==> src/rtl/clk_div_pkg.sv <==
// Shared types and helpers for the programmable clock divider.
// Ratio encoding: N <= 1 selects bypass, N >= 2 divides by N.
package clk_div_pkg;

    localparam int DIV_WIDTH_DEF = 8;

    typedef logic [DIV_WIDTH_DEF-1:0] div_t;

    function automatic logic is_bypass(input div_t d);
        return d <= div_t'(1);
    endfunction

    // Count threshold below which q_pos is high: N/2 for even N, (N+1)/2 for odd N.
    function automatic logic [DIV_WIDTH_DEF:0] high_cnt(input div_t d);
        return ({1'b0, d} + (DIV_WIDTH_DEF + 1)'(1)) >> 1;
    endfunction

endpackage

==> src/rtl/clk_div_core.sv <==
// Divider counter with posedge/negedge phase flops; odd ratios AND the two
// phases so the high time is N/2 reference cycles.
module clk_div_core
    import clk_div_pkg::*;
#(
    parameter int DIV_WIDTH = DIV_WIDTH_DEF
) (
    input  logic                 clk_i,
    input  logic                 clk_n_i,
    input  logic                 rst_i,
    input  logic                 hold_i,
    input  logic [DIV_WIDTH-1:0] div_i,
    output logic                 period_end_o,
    output logic                 clk_o
);

    localparam logic [DIV_WIDTH-1:0] ONE = DIV_WIDTH'(1);

    logic [DIV_WIDTH-1:0] cnt;
    logic [DIV_WIDTH:0]   high;
    logic                 q_pos;
    logic                 q_neg;

    assign high         = high_cnt(div_i);
    assign period_end_o = (cnt == div_i - ONE);

    // q_pos is registered from the current count, so the output rises one
    // cycle after the edge on which cnt returns to 0.
    always_ff @(posedge clk_i) begin
        if (rst_i || hold_i) begin
            cnt   <= '0;
            q_pos <= 1'b0;
        end else begin
            q_pos <= ({1'b0, cnt} < high);
            cnt   <= period_end_o ? '0 : cnt + ONE;
        end
    end

    always_ff @(posedge clk_n_i) begin
        if (rst_i) begin
            q_neg <= 1'b0;
        end else begin
            q_neg <= q_pos;
        end
    end

    assign clk_o = div_i[0] ? (q_pos & q_neg) : q_pos;

endmodule

==> src/rtl/tc_clk_inv.sv <==
// Technology clock inverter cell (behavioural model).
module tc_clk_inv (
    input  logic clk_i,
    output logic clk_o
);

    assign clk_o = ~clk_i;

endmodule

==> src/rtl/tc_clk_mux2.sv <==
// Technology glitch-safe 2:1 clock mux cell (behavioural model).
module tc_clk_mux2 (
    input  logic clk0_i,
    input  logic clk1_i,
    input  logic clk_sel_i,
    output logic clk_o
);

    assign clk_o = clk_sel_i ? clk1_i : clk0_i;

endmodule

==> src/rtl/clk_div_ctrl.sv <==
// Programmable clock divider: ratio handshake, period-boundary apply,
// enable gating and bypass selection around clk_div_core.
module clk_div_ctrl
    import clk_div_pkg::*;
#(
    parameter int DIV_WIDTH   = DIV_WIDTH_DEF,
    parameter int DEFAULT_DIV = 1
) (
    input  logic                 clk_i,
    input  logic                 rst_i,
    input  logic                 en_i,
    input  logic [DIV_WIDTH-1:0] div_i,
    input  logic                 div_valid_i,
    output logic                 div_ready_o,
    output logic [DIV_WIDTH-1:0] div_cur_o,
    output logic                 busy_o,
    output logic                 clk_o
);

    localparam logic [DIV_WIDTH-1:0] DIV_RST = DIV_WIDTH'(DEFAULT_DIV);

    logic [DIV_WIDTH-1:0] div_cur;
    logic [DIV_WIDTH-1:0] pend_div;
    logic [DIV_WIDTH-1:0] div_next;
    logic                 ready;
    logic                 busy;
    logic                 run;
    logic                 run_next;
    logic                 sel;
    logic                 accept;
    logic                 apply;
    logic                 hold;
    logic                 period_end;
    logic                 clk_n;
    logic                 clk_div;

    assign accept   = div_valid_i & ready;
    // While stopped or bypassed there is no period to finish, so a pending
    // ratio applies on the very next edge.
    assign hold     = !run || is_bypass(div_cur);
    assign apply    = busy && (hold || period_end);
    assign div_next = apply ? pend_div : div_cur;

    always_comb begin
        run_next = run;
        if (hold || period_end) begin
            run_next = en_i;
        end
    end

    always_ff @(posedge clk_i) begin
        if (rst_i) begin
            div_cur <= DIV_RST;
            ready   <= 1'b1;
            busy    <= 1'b0;
            run     <= 1'b0;
            sel     <= 1'b0;
        end else begin
            div_cur <= div_next;
            run     <= run_next;
            sel     <= run_next && is_bypass(div_next);
            if (accept) begin
                busy  <= 1'b1;
                ready <= 1'b0;
            end else if (apply) begin
                busy  <= 1'b0;
                ready <= 1'b1;
            end
        end
    end

    always_ff @(posedge clk_i) begin
        if (accept) begin
            pend_div <= div_i;
        end
    end

    tc_clk_inv u_clk_inv (
        .clk_i (clk_i),
        .clk_o (clk_n)
    );

    clk_div_core #(
        .DIV_WIDTH (DIV_WIDTH)
    ) u_core (
        .clk_i        (clk_i),
        .clk_n_i      (clk_n),
        .rst_i        (rst_i),
        .hold_i       (hold),
        .div_i        (div_cur),
        .period_end_o (period_end),
        .clk_o        (clk_div)
    );

    tc_clk_mux2 u_clk_mux (
        .clk0_i    (clk_div),
        .clk1_i    (clk_i),
        .clk_sel_i (sel),
        .clk_o     (clk_o)
    );

    assign div_ready_o = ready;
    assign busy_o      = busy;
    assign div_cur_o   = div_cur;

endmodule

==> config.mk <==
export PLATFORM = sky130hd
export DESIGN_NAME = clk_div_ctrl
export DESIGN_NICKNAME = d
export VERILOG_FILES = /design/src/rtl/clk_div_pkg.sv /design/src/rtl/clk_div_core.sv /design/src/rtl/tc_clk_inv.sv /design/src/rtl/tc_clk_mux2.sv /design/src/rtl/clk_div_ctrl.sv
export SDC_FILE = /design/constraint.sdc
export NUM_CORES = 1
export LEC_CHECK = 0
export ABC_CLOCK_PERIOD_IN_PS = 2730
export CAP_MARGIN = 10
export CORE_MARGIN = 2
export CORE_UTILIZATION = 49
export DETAILED_ROUTE_END_ITERATION = 10
export HOLD_SLACK_MARGIN = 0.03
export PLACE_DENSITY_LB_ADDON = 0.3
export SLEW_MARGIN = 5
export SYNTH_ARGS = -nofsm -noshare
export SYNTH_HDL_FRONTEND = slang
export SYNTH_HIERARCHICAL = 1
export SYNTH_SLANG_ARGS = --single-unit
==> constraint.sdc <==
create_clock -name clk_i -period 2.73 [get_ports clk_i]
set_input_delay 0.546 -clock clk_i [delete_from_list [all_inputs] [get_ports clk_i]]
set_output_delay 0.546 -clock clk_i [all_outputs]
set_load 0.01 [all_outputs]
**Word-level counts from Yosys, hierarchy flattened**

Index checks and enable logic that the tools add are counted.

- Bits in registers: 30
- Input port bits: 12
- Output and inout port bits: 11
- Word-level logic and storage cells: 34

- Add/subtract/negate cells: 3
- Magnitude comparators: 3
- Equal/unequal tests: 1
- Mux-type cells: 8
- Bitwise operators: 2
- Reductions and logical operators: 8

Operators with widths:

| kind | count |
|---|---|
| 8-bit by 1-bit less-or-equal comparator with 1-bit output (second input constant) | 2 |
| 8-bit by 1-bit adder with 9-bit output (second input constant) | 1 |
| 8-bit by 1-bit adder with 8-bit output (second input constant) | 1 |
| 8-bit == test | 1 |
| 8-bit less-than comparator | 1 |
| 8-bit two-way mux | 1 |
| 8-bit by 1-bit subtractor with 8-bit output (second input constant) | 1 |
| 1-bit two-way mux | 7 |
| 1-bit logical OR | 3 |
| 1-bit bitwise AND | 2 |
| 1-bit logical AND | 2 |
| 2-bit nonzero test | 1 |
| 2-bit OR reduction | 1 |
| 1-bit logical NOT | 1 |

**Logic depth before layout (Yosys ltp)**

Gate-level depths: netlist of run 1.

- Word-level depth: 7
- Mapped depth: 13
- Gate-level depth less buffers: 10

**Cells and area by module**

Netlist of run 1, hierarchy kept.

Modules (own cells, without submodules):

| module | instances | cells an instance | area an instance (µm²) | seq. area each (µm²) |
|---|---|---|---|---|
| clk_div_core | 1 | 106 | 915.9 | 200.2 |
| clk_div_ctrl | 1 | 76 | 809.5 | 480.5 |
| tc_clk_mux2 | 1 | 1 | 15.0 | 0.0 |
| tc_clk_inv | 1 | 1 | 3.8 | 0.0 |

==> impl_metrics.env, run 1 <==
export IMPL_outcome="finished, violations left"
export IMPL_violations="setup timing"
export IMPL_yosysSeqAreaShare_pct=39.0
export IMPL_setup_violations=1
export IMPL_wl_per_cell_microns=15.0
export IMPL_slew_viol_final=0
export IMPL_synth_compound_area_share_pct=16.5
export IMPL_antenna_found_initial=0
export IMPL_synth_warnings=6
export IMPL_worst_pin_slew_ns=0.622
export IMPL_critPathTopFamily="flip-flops"
export IMPL_final_hold_viol_count=0
export IMPL_port_buffers=22
export IMPL_setup_tns_ns=-0.497
export IMPL_critPathArrivalTime_ns=2.68
export IMPL_drtIter0Drc=83
export IMPL_synth_area_per_cell_sq_um=9.48
export IMPL_yosys_cell_types_count=42
export IMPL_rows=21
export IMPL_die_w_microns=63.7
export IMPL_crit_path_max_incr_delay_ns=0.28
export IMPL_post_cts_buffers=0
export IMPL_fillerInstances=279
export IMPL_overflow=0
export IMPL_worst_slack_ns=-0.497
export IMPL_synthesis_nets=206
export IMPL_finalClockSkew_ns=0.0526
export IMPL_hold_path_class="reg2reg"
export IMPL_ant_nets=0
export IMPL_postCtsHoldBufs=0
export IMPL_pre_cts_ws_ns=-0.336
export IMPL_drive_above_1_share_pct=15.8
export IMPL_regArea_sq_um=683
export IMPL_fp_dieArea_sq_um=4050
export IMPL_final_util_pct=63.1
export IMPL_final_area_sq_um=2140
export IMPL_post_dp_cell_area_sq_um=2030
export IMPL_synth_xor_area_share_pct=10.5
export IMPL_synth_mux_area_share_pct=0.861
export IMPL_critPathMaxFanout=1
export IMPL_grt_usage_pct=21.2
export IMPL_critical_path_class="reg2out"
export IMPL_wirelength_microns=3920
export IMPL_clkTransAtPathRegs_ns=0.10
export IMPL_drc=0
export IMPL_via_per_inst=5.66
export IMPL_core_area_sq_um=3390
export IMPL_ir_drop_mv=0.304
export IMPL_synth_cell_area_sq_um=1740
export IMPL_start_util_pct=51.5
export IMPL_crit_chain="o21a_1 -> mux2_4 -> buf_6"
export IMPL_vias=1478
export IMPL_cts_tree="yes"
export IMPL_dp_hpwl_microns=2790
export IMPL_layoutNonFillerInstCount=261
export IMPL_synth_seq_cells=30
export IMPL_grt_pass1_vias=1525
export IMPL_synth_top_family_by_area="simple AND/OR/NAND/NOR gates"
export IMPL_worst_hold_slack_ns=0.546
export IMPL_synthAdderAreaFrac_pct=7.17
export IMPL_cp_num_buf_inv=1
export IMPL_slowest_stage="dfxtp_1"
export IMPL_placed_cells=250
export IMPL_antennaDiodeCount=0
export IMPL_gp_congestion=0.834
export IMPL_endpoint_kind="output port"
export IMPL_crit_required_ns=2.18
export IMPL_synth_cells=184
export IMPL_synth_simple_area_share_pct=21.2
export IMPL_die_height_microns=63.7
export IMPL_detail_route_first_pass_iterations=4
export IMPL_fin_nets=236
export IMPL_drv_cap=0
export IMPL_grt_max_degree=23
export IMPL_p_leak_nw=0.796
export IMPL_grt_pass1_wl_microns=6620
export IMPL_startpoint_type="flop"
export IMPL_clk_latency_ns=0.48
export IMPL_syn_to_final_growth_pct=22.7
export IMPL_p_total_mw=1.08
export IMPL_pin_count=23
export IMPL_multi_input_area_sq_um=1010
export IMPL_relSlewSlack_pct=58.5
export IMPL_power_per_cell_area_nw_per_um2=504
export IMPL_grt_setup_unrepaired="true"
-- logic make-up (layout without fill, tap and decap cells) --
logic type,Yosys count,after routing
buffers and inverters,17,48
xor gates and xnor gates,21,21
DFF,30,30
muxes,1,1
AOI/OAI and AO/OA,42,42
and+or+nand+nor,63,63
adders and majority gates,10,10
-- state kept, by name, summed over array words and instances, names as in the netlist --
signal / flops
u_core/cnt: 8
u_core/q_neg: 1
sel: 1
pend_div: 8
run: 1
busy_o: 1
div_cur_o: 8
u_core/q_pos: 1
div_ready_o: 1
-- what timing repair did --
action                                  in CTS  in global routing
pin swaps                                    0                  3
cloned                                       0                  0
gates resized for setup                      5                  8
endpoints found under the hold margin        0                  0
endpoints found under the setup margin       1                  3
-- cells in the mapped netlist, drive strengths merged --
cell     number  area [sq um]
xor2         10          87.6
and2          2          12.5
a21o          3          22.5
or3b          1          8.76
a211o         1          8.76
o211ai        2          15.0
nand3b        2          15.0
nand3        12          60.1
buf           4          32.5
nor3         11          76.3
nand2b        5          31.3
mux2          1          15.0
a21oi         8          40.0
and4          1          8.76
inv           6          22.5
nor2         12          45.0
o21ai         2          10.0
xnor2        11          96.3
edfxtp        8           240
dfxtp        22           440
o21a          1          7.51
or3           1          6.26
nand2         4          15.0
o41ai         1          8.76
o21bai        1          7.51
clkbuf        7          26.3
a211oi        3          22.5
nor3b         1          7.51
nor4          3          33.8
and3          5          31.3
o22ai         2          12.5
a21boi        7          52.6
a41oi         1          8.76
a31oi         9          56.3
a2111oi       1          15.0
nor2b         1          6.26
ha           10           125
or2           2          12.5
-- placed cells by master, fill, tap and decap left out, drive strengths merged, types with 2 or more instances in the layout --
master	n
o22ai	2
clkinv	2
a21oi	8
o211ai	2
and2	2
edfxtp	8
and3	5
a21boi	7
nand3b	2
nor2	12
inv	6
dfxtp	22
or2	2
clkdlybuf4s50	21
nand3	12
clkbuf	9
buf	10
a21o	3
a211oi	3
nand2	4
nor4	3
nor3	11
ha	10
xnor2	11
nand2b	5
o21ai	2
a31oi	9
xor2	10
-- layer usage --
metal,share of wire (%),global-route usage [%],vias to the layer above,routed length [microns]
li1,-,-,728,-
met2,51,37.2,41,2010
met5,0,0,-,0
met3,4.2,8.57,10,166
met1,42,21.7,699,1660
met4,1.9,10.3,0,76
-- final timing paths --
kind           startpoint            to  slack, ns  depth (start not counted)
max          u_core/q_neg         clk_o      -0.50                          3
min           pend_div[2]  div_cur_o[2]       0.55                          2
max reg2reg  div_cur_o[0]           sel       0.09                         11
min reg2reg   pend_div[2]  div_cur_o[2]       0.55                          2
-- tightest hold or removal path, stage by stage (launching register included) --
cell and delay [ns]:
edfxtp_1 0.36, a31oi_1 0.08, nor2_1 0.08
-- where the power goes --
group | switching [mW] | internal (mW)
Combinational | 0.120 | 0.116
Clock | 0.173 | 0.156
Sequential | 0.0303 | 0.481
-- cell type report --
| cell class | count | share of cell area, % |
|---|---|---|
| timing repair buffer | 30 | 13.0 |
| multi-input combinational | 137 | 47.4 |
| clock inverter | 3 | 0.585 |
| sequential | 30 | 31.9 |
| clock buffer | 10 | 3.51 |
| tap | 46 | 2.69 |
| inverter | 5 | 0.877 |
Power figures use the tool's default switching activity.
==> run 2, diff against run 1 <==
--- a/config.mk
+++ b/config.mk
@@ -7,6 +7,7 @@
 export LEC_CHECK = 0
 export ABC_CLOCK_PERIOD_IN_PS = 2730
 export CAP_MARGIN = 10
+export CORE_ASPECT_RATIO = 0.5
 export CORE_MARGIN = 2
 export CORE_UTILIZATION = 49
 export DETAILED_ROUTE_END_ITERATION = 10
==> impl_metrics.env, run 2 (synthesized netlist as in run 1, its figures left out) <==
export IMPL_rows=15
export IMPL_critical_path_class="reg2out"
export IMPL_pre_cts_ws_ns=-0.347
export IMPL_multi_input_area_sq_um=992
export IMPL_grt_setup_unrepaired="true"
export IMPL_cp_num_buf_inv=1
export IMPL_antennaDiodeCount=0
export IMPL_critPathMaxFanout=1
export IMPL_p_total_mw=1.38
export IMPL_crit_required_ns=2.18
export IMPL_p_leak_nw=0.838
export IMPL_power_per_cell_area_nw_per_um2=619
export IMPL_dp_hpwl_microns=2610
export IMPL_clk_latency_ns=0.46
export IMPL_violations="setup timing"
export IMPL_core_area_sq_um=3420
export IMPL_finalClockSkew_ns=0.0676
export IMPL_start_util_pct=51.1
export IMPL_regToRegSetupSlack_ns=0.17
export IMPL_min_delay_start="pend_div[0]"
export IMPL_busiest_layer="met2"
export IMPL_grt_util_met1_pct=27.9
export IMPL_overflow=0
export IMPL_timing_rr_start="div_cur_o[2]"
export IMPL_worst_slack_ns=-0.494
export IMPL_crit_chain="o21a_1 -> mux2_4 -> buf_6"
export IMPL_via_per_inst=5.45
export IMPL_drtIter0Drc=85
export IMPL_relSlewSlack_pct=56.9
export IMPL_ctsResizeCount=5
export IMPL_fp_dieArea_sq_um=4080
export IMPL_regArea_sq_um=682
export IMPL_pin_count=23
export IMPL_hold_path_class="reg2reg"
export IMPL_ir_drop_mv=0.330
export IMPL_syn_to_final_growth_pct=27.5
export IMPL_die_w_microns=88.4
export IMPL_port_buffers=22
export IMPL_die_height_microns=46.2
export IMPL_crit_path_max_incr_delay_ns=0.29
export IMPL_grt_pass1_vias=1363
export IMPL_wl_per_cell_microns=14.3
export IMPL_min_path_cells=2
export IMPL_grt_usage_pct=22.0
export IMPL_drive_above_1_share_pct=14.9
export IMPL_critPathArrivalTime_ns=2.68
export IMPL_r2r_cells=8
export IMPL_setup_violations=1
export IMPL_layout_common_cells="dfxtp_1 (21), clkdlybuf4s50_1 (21), nor2_1 (12), nand3_1 (12), xnor2_1 (11)"
export IMPL_fillerInstances=276
export IMPL_endpoint_kind="output port"
export IMPL_outcome="finished, violations left"
export IMPL_clkTransAtPathRegs_ns=0.07
export IMPL_worst_pin_slew_ns=0.646
export IMPL_post_cts_buffers=0
export IMPL_critPathTopFamily="flip-flops"
export IMPL_slew_viol_final=0
export IMPL_ant_nets=0
export IMPL_drv_cap=0
export IMPL_wirelength_microns=3800
export IMPL_hold_end="div_cur_o[0]"
export IMPL_slowest_stage="dfxtp_1"
export IMPL_startpoint_type="flop"
export IMPL_vias=1451
export IMPL_grt_max_degree=23
export IMPL_drc=0
export IMPL_use_met3_pct=8.24
export IMPL_postCtsHoldBufs=0
export IMPL_grt_pass1_wl_microns=6420
export IMPL_final_hold_viol_count=0
export IMPL_antenna_found_initial=0
export IMPL_startpoint="u_core/q_neg"
export IMPL_met2_usage_pct=32.6
export IMPL_fin_nets=236
export IMPL_detail_route_first_pass_iterations=4
export IMPL_gp_congestion=0.814
export IMPL_r2r_end="sel"
export IMPL_cts_tree="yes"
-- run 2: cell types whose count changed in the layout (fill, tap and decap cells not counted), moves of 2 or more --
cell	delta
clkbuf_8	+9
a211oi_1	+2
clkbuf_16	+2
clkbuf_4	-8
a211oi_2	-2
-- run 2: per-stage QoR --
stage / hold slack [ns] / std cells / TNS, ns / utilization (%) / cell area, sq um
6_report: 0.505 / 266 / -0.494 / 65.1 / 2220
4_1_cts: 0.505 / 266 / -0.504 / 64.8 / 2210
2_1_floorplan: 0.464 / 184 / 0 / - / 1740
3_5_place_dp: 0.489 / 255 / -0.347 / 59.6 / 2040
3_3_place_gp: 0.489 / 255 / -0.332 / 59.6 / 2040
5_1_grt: 0.547 / 266 / -0.548 / 65.1 / 2220
-- run 2: layout make-up --
cell class,count,area share [%]
Inverter,5,0.844
Clock buffer,12,8.33
Sequential cell,30,30.7
Timing Repair Buffer,30,12.5
Multi-Input combinational cell,137,44.6
Clock inverter,1,0.169
Tap cell,51,2.87
-- run 2: report_power, final --
part | internal, mW | switching, mW
combinational | 0.111 | 0.117
sequential | 0.482 | 0.0297
clock | 0.421 | 0.215
-- run 2: worst max-delay path by stage --
stage,to,cells after the start
global route,clk_o,3
floorplan,sel,12
detailed placement,clk_o,3
finish,clk_o,3
global placement,clk_o,3
CTS,clk_o,3
-- run 2: tightest hold or removal path, stage by stage (launching register included) --
cell      delay, ns
edfxtp_1       0.32
nand3_1        0.07
nand3b_1       0.08
-- run 2: metal layers --
| layer | routed length (microns) | part of all wire, % | up-vias |
|---|---|---|---|
| li1 | - | - | 728 |
| met1 | 1830 | 48 | 679 |
| met2 | 1710 | 45 | 36 |
| met3 | 173 | 4.6 | 8 |
| met4 | 79 | 2.1 | 0 |
| met5 | 0 | 0 | - |
==> run 3, diff against run 2 <==
--- a/config.mk
+++ b/config.mk
@@ -12,7 +12,7 @@
 export CORE_UTILIZATION = 49
 export DETAILED_ROUTE_END_ITERATION = 10
 export HOLD_SLACK_MARGIN = 0.03
-export PLACE_DENSITY_LB_ADDON = 0.3
+export PLACE_DENSITY = 0.73
 export SLEW_MARGIN = 5
 export SYNTH_ARGS = -nofsm -noshare
 export SYNTH_HDL_FRONTEND = slang
==> impl_metrics.env, run 3 (synthesized netlist as in run 1, its figures left out) <==
export IMPL_outcome="finished, violations left"
export IMPL_violations="setup timing"
export IMPL_min_path_cells=2
export IMPL_port_buffers=22
export IMPL_detail_route_first_pass_iterations=4
export IMPL_antennaDiodeCount=0
export IMPL_drtIter0Drc=127
export IMPL_layout_common_cells="dfxtp_1 (21), clkdlybuf4s50_1 (21), nor2_1 (12), nand3_1 (12), xnor2_1 (11)"
export IMPL_wirelength_microns=3770
export IMPL_die_height_microns=46.2
export IMPL_crit_chain="o21a_1 -> mux2_4 -> buf_6"
export IMPL_drive_above_1_share_pct=14.0
export IMPL_crit_path_max_incr_delay_ns=0.29
export IMPL_critPathMaxFanout=1
export IMPL_rows=15
export IMPL_critical_path_class="reg2out"
export IMPL_wl_per_cell_microns=14.2
export IMPL_setup_violations=1
export IMPL_finalClockSkew_ns=0.0686
export IMPL_core_area_sq_um=3420
export IMPL_p_leak_nw=0.833
export IMPL_hold_path_class="reg2reg"
export IMPL_power_per_cell_area_nw_per_um2=613
export IMPL_start_util_pct=51.1
export IMPL_via_per_inst=5.47
export IMPL_endpoint_kind="output port"
export IMPL_post_cts_buffers=0
export IMPL_clk_latency_ns=0.45
export IMPL_grt_usage_pct=21.1
export IMPL_fp_dieArea_sq_um=4080
export IMPL_switching_power_mw=0.345
export IMPL_slew_viol_final=0
export IMPL_slowest_stage="dfxtp_1"
export IMPL_syn_to_final_growth_pct=26.9
export IMPL_grt_max_degree=23
export IMPL_fin_nets=236
export IMPL_ir_drop_mv=0.300
export IMPL_final_hold_viol_count=0
export IMPL_clkTransAtPathRegs_ns=0.07
export IMPL_ant_nets=0
export IMPL_p_seq_share_pct=37.7
export IMPL_layoutNonFillerInstCount=266
export IMPL_min_delay_start="pend_div[0]"
export IMPL_dp_hpwl_microns=2580
export IMPL_cell_internal_pwr_mw=1.01
export IMPL_startpoint_type="flop"
export IMPL_gp_congestion=0.770
export IMPL_p_total_mw=1.36
export IMPL_timing_rr_start="div_cur_o[0]"
export IMPL_crit_required_ns=2.18
export IMPL_die_w_microns=88.4
export IMPL_power_clock_fraction_pct=45.6
export IMPL_pin_count=23
export IMPL_r2r_cells=11
export IMPL_swShare_pct=25.4
export IMPL_grt_pass1_wl_microns=6240
export IMPL_worst_pin_slew_ns=0.661
export IMPL_worst_slack_ns=-0.459
export IMPL_cts_tree="yes"
export IMPL_grt_pass1_vias=1389
export IMPL_drv_cap=0
export IMPL_vias=1455
export IMPL_worst_hold_slack_ns=0.493
export IMPL_placed_cells=255
export IMPL_relSlewSlack_pct=55.9
export IMPL_startpoint="u_core/q_neg"
export IMPL_grt_setup_unrepaired="true"
export IMPL_power_frac_comb_pct=16.7
export IMPL_antenna_found_initial=0
export IMPL_critPathArrivalTime_ns=2.64
export IMPL_drc=0
export IMPL_overflow=0
[run 3: cell counts in the layout (fill, tap and decap cells not counted)]
No cell type changed its count.
[run 3: repair_timing]
action,CTS,global route
endpoints found under the setup margin,1,2
hold buffers,0,0
resized for setup,5,1
cloned,0,0
[run 3: worst paths after layout]
kind / endpoint / slack, ns
worst min register to register: div_cur_o[0] / 0.49
worst min-delay path: div_cur_o[0] / 0.49
worst max-delay path: clk_o / -0.46
worst max register to register: sel / 0.19
[run 3: metrics by stage]
stage / utilization (%) / setup slack (ns) / area (sq um) / setup TNS, ns
floorplan: - / 0.0243 / 1740 / 0
global placement: 59.6 / -0.333 / 2040 / -0.333
detailed placement: 59.6 / -0.340 / 2040 / -0.340
CTS: 64.8 / -0.478 / 2210 / -0.478
global route: 64.8 / -0.511 / 2210 / -0.511
finish: 64.8 / -0.459 / 2210 / -0.459
[run 3: critical path: cells and delay by family (launching register included)]
kind	cells	cell delay [ns]
compound gates	1	0.16
flops	1	0.29
buf+inv	1	0.12
mux	1	0.27
[run 3: routing by layer]
metal	vias up	GRT usage [%]	wire length [microns]
met5	-	0	0
met4	0	8.48	32
met3	4	8.96	193
met2	40	32.5	1770
met1	685	26.5	1780
li1	726	-	-
[run 3: final cells by class]
type	count	area [sq um]
sequential	30	682
inverter	5	18.8
timing repair buffer	30	278
clock buffer	12	185
fill	279	1200
tap	51	63.8
multi-input combinational	137	982
clock inverter	1	3.75
[run 3: power groups by stage]
stage,Sequential [mW],Combinational (mW),Clock [mW]
2_1_floorplan,0.516,0.150,0.0112
3_3_place_gp,0.519,0.219,0.0160
3_5_place_dp,0.520,0.223,0.0160
4_1_cts,0.510,0.225,0.634
5_1_grt,0.514,0.248,0.666
6_report,0.511,0.226,0.619
